**config.mk**
```make
export PLATFORM = sky130hd
export DESIGN_NAME = fc_seq
export DESIGN_NICKNAME = d
export VERILOG_FILES = /design/src/rtl/fc_seq.sv
export SDC_FILE = /design/constraint.sdc
export NUM_CORES = 1
export LEC_CHECK = 0
export BUFFER_PORTS_ARGS = -buffer_cell sky130_fd_sc_hd__buf_2
export CAP_MARGIN = 20
export CORE_MARGIN = 2
export CORE_UTILIZATION = 57
export CTS_CLUSTER_DIAMETER = 80
export CTS_CLUSTER_SIZE = 12
export DETAILED_ROUTE_END_ITERATION = 16
export HOLD_SLACK_MARGIN = 0.02
export PLACE_DENSITY = 0.76
export SYNTH_ARGS = -nofsm -noshare
export SYNTH_HDL_FRONTEND = slang
export SYNTH_SLANG_ARGS = --single-unit
```
**constraint.sdc**
```tcl
create_clock -name clk -period 2.4 [get_ports clk]
set_input_delay 0.24 -clock clk [delete_from_list [all_inputs] [get_ports clk]]
set_output_delay 0.24 -clock clk [all_outputs]
set_load 0.02 [all_outputs]
```
**src/rtl/fc_seq.sv**
```systemverilog
// fc_seq: address/control sequencer for one fully-connected layer pass.
// Walks i over the inputs of each output group and o over the output groups,
// drives the source read / weight address / accumulator controls, and issues
// the destination write strobe LAT cycles after each group's final exec.
module fc_seq #(
    parameter int LAT = 4,
    parameter int WAW = 16
) (
    input  logic           clk,
    input  logic           reset,
    input  logic           run,
    input  logic [12:0]    ss,
    input  logic [12:0]    ds,
    input  logic [12:0]    ia_base,
    input  logic [12:0]    oa_base,
    output logic           busy,
    output logic           done,
    output logic           exec,
    output logic [12:0]    ia,
    output logic [WAW-1:0] wa,
    output logic           init,
    output logic           last,
    output logic           outr,
    output logic [12:0]    oa
);

    typedef enum logic [1:0] {
        IDLE,
        EXEC,
        DRAIN
    } state_t;

    // Only the tail stage of the delay line holds a valid entry.
    localparam logic [LAT-1:0] TAIL = LAT'(1) << (LAT - 1);

    state_t         state, state_n;
    logic [12:0]    i, i_n, o, o_n;
    logic [12:0]    ss_r, ss_n, ds_r, ds_n;
    logic [12:0]    iab_r, iab_n, oab_r, oab_n;
    logic [12:0]    ia_n;
    logic [WAW-1:0] wa_n;
    logic           busy_n, done_n, exec_n, init_n, last_n;

    logic [LAT-1:0] vld;
    logic [12:0]    dla [LAT];

    // Next-state and next-output logic; outputs are registered one cycle later.
    always_comb begin
        state_n = state;
        i_n     = i;
        o_n     = o;
        ss_n    = ss_r;
        ds_n    = ds_r;
        iab_n   = iab_r;
        oab_n   = oab_r;
        ia_n    = ia;
        wa_n    = wa;
        busy_n  = busy;
        done_n  = 1'b0;
        exec_n  = 1'b0;
        init_n  = 1'b0;
        last_n  = 1'b0;
        case (state)
            IDLE: begin
                if (run) begin
                    state_n = EXEC;
                    ss_n    = ss;
                    ds_n    = ds;
                    iab_n   = ia_base;
                    oab_n   = oa_base;
                    i_n     = '0;
                    o_n     = '0;
                    ia_n    = ia_base;
                    wa_n    = '0;
                    busy_n  = 1'b1;
                    exec_n  = 1'b1;
                    init_n  = 1'b1;
                    last_n  = (ss == 13'd0);
                end
            end
            EXEC: begin
                if (i == ss_r) begin
                    if (o == ds_r) begin
                        state_n = DRAIN;
                    end else begin
                        i_n    = '0;
                        o_n    = o + 13'd1;
                        ia_n   = iab_r;
                        wa_n   = wa + WAW'(1);
                        exec_n = 1'b1;
                        init_n = 1'b1;
                        last_n = (ss_r == 13'd0);
                    end
                end else begin
                    i_n    = i + 13'd1;
                    ia_n   = ia + 13'd1;
                    wa_n   = wa + WAW'(1);
                    exec_n = 1'b1;
                    last_n = (i + 13'd1 == ss_r);
                end
            end
            DRAIN: begin
                done_n = (vld == TAIL);
                if (vld == '0) begin
                    state_n = IDLE;
                    busy_n  = 1'b0;
                end
            end
            default: begin
                state_n = IDLE;
            end
        endcase
    end

    // State, counters, captured pass parameters and registered outputs.
    always_ff @(posedge clk) begin
        if (reset) begin
            state <= IDLE;
            i     <= '0;
            o     <= '0;
            ss_r  <= '0;
            ds_r  <= '0;
            iab_r <= '0;
            oab_r <= '0;
            ia    <= '0;
            wa    <= '0;
            busy  <= 1'b0;
            done  <= 1'b0;
            exec  <= 1'b0;
            init  <= 1'b0;
            last  <= 1'b0;
        end else begin
            state <= state_n;
            i     <= i_n;
            o     <= o_n;
            ss_r  <= ss_n;
            ds_r  <= ds_n;
            iab_r <= iab_n;
            oab_r <= oab_n;
            ia    <= ia_n;
            wa    <= wa_n;
            busy  <= busy_n;
            done  <= done_n;
            exec  <= exec_n;
            init  <= init_n;
            last  <= last_n;
        end
    end

    // MAC-latency delay line carrying finished-output strobes and their write addresses.
    always_ff @(posedge clk) begin
        if (reset) begin
            vld <= '0;
            for (int k = 0; k < LAT; k++) begin
                dla[k] <= '0;
            end
        end else begin
            vld    <= (vld << 1) | LAT'(exec & last);
            dla[0] <= (exec & last) ? (oab_r + o) : 13'd0;
            for (int k = 1; k < LAT; k++) begin
                dla[k] <= dla[k-1];
            end
        end
    end

    assign outr = vld[LAT-1];
    assign oa   = dla[LAT-1];

endmodule

```
==> impl_summary.txt <==
----------------------------------------------------
[Logic synthesis]
  Number of nets produced by synthesis ... 932
  Most used flip-flop cell after synthesis ... dfxtp_1
  Synthesized flop and latch total ... 170
  Distinct cell type count of the synthesized netlist ... 70
  Library cell with the highest instance count after synthesis ... dfxtp_1
  Post-synthesis sequential area ratio ... 45.6%
  Leading area contributor after synthesis ... dfxtp_1
  Gate Count Post-Synth ... 860
  Mapped cell area ... 0.00746 sq mm
  Synth top cells by count ... 170 x dfxtp_1, 131 x nand2_1, 82 x nor2_1, 81 x a21oi_1, 48 x nor2b_1
  Top post-synthesis cells by area ... dfxtp_1 46%, nand2_1 6.6%, a21oi_1 5.4%
  Post-synthesis async set-or-reset flop share ... 0%
  Number of enable flip-flop cells after synthesis ... 0
  Warnings from Yosys ... 0
  Area share of the leading cell type in the synthesized netlist ... 45.6%
  Mapped Avg Cell Area ... 8.67 sq um

[Critical path]
  FF-to-FF path depth ... 7
  Critical path launch point type ... flip-flop
  Cells traversed along the worst timing path ... xnor2_1 > nor3b_1 > nand4_1 > buf_4 > a22o_1 > a222oi_1 > nor2_1
  Slowest library cell on the worst path ... dfxtp_1
  Delay of the slowest critical-path stage ... 450 ps
  Max FO, Critical Path ... 10
  Critical Path AT ... 2530 ps
  Startpoint of the worst register-to-register path ... i[0]
  CP Capture Type ... flip-flop
  Required arrival time at the worst endpoint ... 2690 ps
  Setup slack, reg-to-reg ... 160 ps
  Critical Setup Path Class ... flip-flop to flip-flop
  Endpoint of the worst register-to-register path ... ia[1]

[Place]
  Routability Congestion ... 0.929
  Minimum setup slack after placement ... 152 ps
  Sum of net half-perimeters after detailed placement ... 11.5 mm
  Total placed cells including tap cells ... 1106
  Count of buffers from port buffering ... 102
  Cell Area, Placed ... 0.00818 sq mm

[STA]
  Post-layout min period ... 2240 ps
  Setup TNS ... 0 ps
  Number of endpoints failing setup at the final stage ... 0
  Count of final max-slew check failures ... 0
  Worst clock skew ... 8.61 ps
  PnR worst setup slack ... 159 ps
  Upper clock frequency limit ... 0.446 GHz
  Slew of the pin with the lowest slew margin ... 821 ps
  Period utilization ... 93.4%
  Max transition margin ... 45.3%
  Worst hold slack ... 35.4 ps
  Final hold viol count ... 0

[Global route]
  Number of antenna violations at the first check in global routing ... 0
  Pin count of the biggest net entering global routing ... 86
  Overall track demand over capacity in global routing ... 24.7%
  Gr ovfl total ... 0
  Wire length of the first global-routing pass ... 28.2 mm
  Number of global-route vias before repair ... 5781

[Clock tree]
  CTS Buf Count ... 17
  CTS root buffer ... clkbuf_16
  Number of sinks on the clock net ... 170
  Clock transition at the registers of the reported paths ... 70 ps
  H-tree depth reported by CTS ... 4
  Source-to-sink clock delay at the later pin of the worst-skew pair ... 440 ps
  Clock tree from TritonCTS ... yes
  Clock tree buffer depth ... 2

[Cells and area]
  Share of layout cells above drive strength 1 ... 18.5%
  Diodes inserted ... 0
  Final standard cell count with taps included and fillers excluded ... 1138
  Post-route standard cell area excluding fillers ... 0.00882 sq mm
  Layout net count ... 1025
  Area delta synth->final ... 18.2%
  Flip-flop count of the largest register, all copies and words added ... 52
  Most flops, register ... dla
  Fillers ... 1102
  Final core utilization ... 69.3%
  Registers with the most flip-flops ... dla x52, wa x16

[Drt]
  # DRC ... 0
  WL per Instance ... 14.6 um
  Initial DRC Count ... 573
  Routed vias ... 6218
  Detailed-router iteration count before antenna repair ... 8
  Ratio of routed vias to standard cells ... 5.46
  Antenna-violating nets left ... 0
  Detailed-route wire length ... 16.6 mm

[Power and ir drop]
  Largest vdd supply drop ... 578 uV
  Flop pwr share ... 45.5%
  Pleak ... 3.65 nW
  Combinational share of power ... 11.8%
  Sw frac ... 27.0%
  Design internal power ... 4.83 mW
  Power, Total ... 6.62 mW
  Clock power frac ... 42.7%
  P_sw ... 1.79 mW
  Cell area power density ... 751 mW/mm^2

[Outcome]
  Result of the run ... completed

[Floorplan]
  Core footprint ... 0.0127 sq mm
  # rows ... 41
  Die area ... 0.0140 sq mm
  # IOs ... 103
  Starting density of the core ... 58.6%
  Chip Height ... 118 um
  DIE WIDTH ... 118 um

[Worst hold path]
  Worst Hold Class ... input pin to flip-flop
  WHS Path Cells ... 3
  Hold EP ... oab_r[6]
  Startpoint of the lowest-slack hold path ... oa_base[6]

[Flow run]
  Max cap viols ... 0

----------------------------------------------------
-- worst max-delay path by stage --
stage / depth (start not counted) / slack, ps / from / end
final: 7 / 160 / i[0] / ia[1]
after global routing: 7 / -10 / i[8] / o[8]
after CTS: 7 / 140 / i[3] / o[8]
after detailed placement: 7 / 150 / i[3] / o[8]
after global placement: 10 / 180 / o[0] / dla[0][12]
after floorplan: 7 / 290 / i[0] / last
-- area by class of cell --
cell class	count	area [sq um]	area share [%]
timing repair buffer	125	723	8.20
inverter	10	37.5	0.426
clock inverter	13	168	1.90
sequential	170	3400	38.6
multi-input combinational	629	3830	43.4
tap	172	215	2.44
clock buffer	19	443	5.02
-- critical path: cells and delay by family, from the launching register on --
kind | cells | cell delay (ps)
XOR/XNOR | 1 | 170
AO/OA/AOI/OAI | 2 | 540
AND/OR/NAND/NOR | 3 | 690
flip-flops | 1 | 450
buffers and inverters | 1 | 240
-- timing repair --
action | 4_1_cts | 5_1_grt
hold endpoints to repair | 0 | 0
buffers inserted | 0 | 0
hold buffers | 0 | 0
resized for setup | 0 | 5
endpoints found under the setup margin | 0 | 38
-- cells in the final DEF, fill, tap and decap left out, types with 17 or more instances in the layout --
| master | count |
|---|---|
| nand2_1 | 131 |
| nor2_1 | 82 |
| dfxtp_1 | 169 |
| nand4_1 | 18 |
| buf_4 | 21 |
| a21oi_1 | 80 |
| clkbuf_16 | 17 |
| nor2b_1 | 48 |
| xnor2_1 | 36 |
| buf_2 | 101 |
| xor2_1 | 42 |
| nor3_1 | 24 |
-- power by group through the flow --
stage                     Sequential, mW  Clock [mW]  Combinational (mW)
final                               3.01        2.83               0.781
after global routing                3.02        2.98               0.864
after CTS                           3.01        2.86               0.769
after detailed placement            3.07           0               0.763
after global placement              3.07           0               0.753
after floorplan                     3.08           0               0.502
-- layer usage --
layer,GRT usage [%],part of all wire [%],wire length [um],up-vias
li1,-,-,-,3132
met1,35.5,48,7970,2865
met2,36.9,44,7370,202
met3,5.02,6.3,1050,19
met4,8.71,1.4,233,0
met5,0,0,0,-
-- cells by family after synthesis --
family          count (synthesis)  share of synthesized area (%)
fa+ha+maj                      17                           2.95
xor+xnor                       79                           9.38
mux                             2                          0.268
buf+inv                        61                           3.52
simple gates                  381                           25.9
compound gates                150                           12.3
flops                         170                           45.6
(Power assumes the default switching activity.)
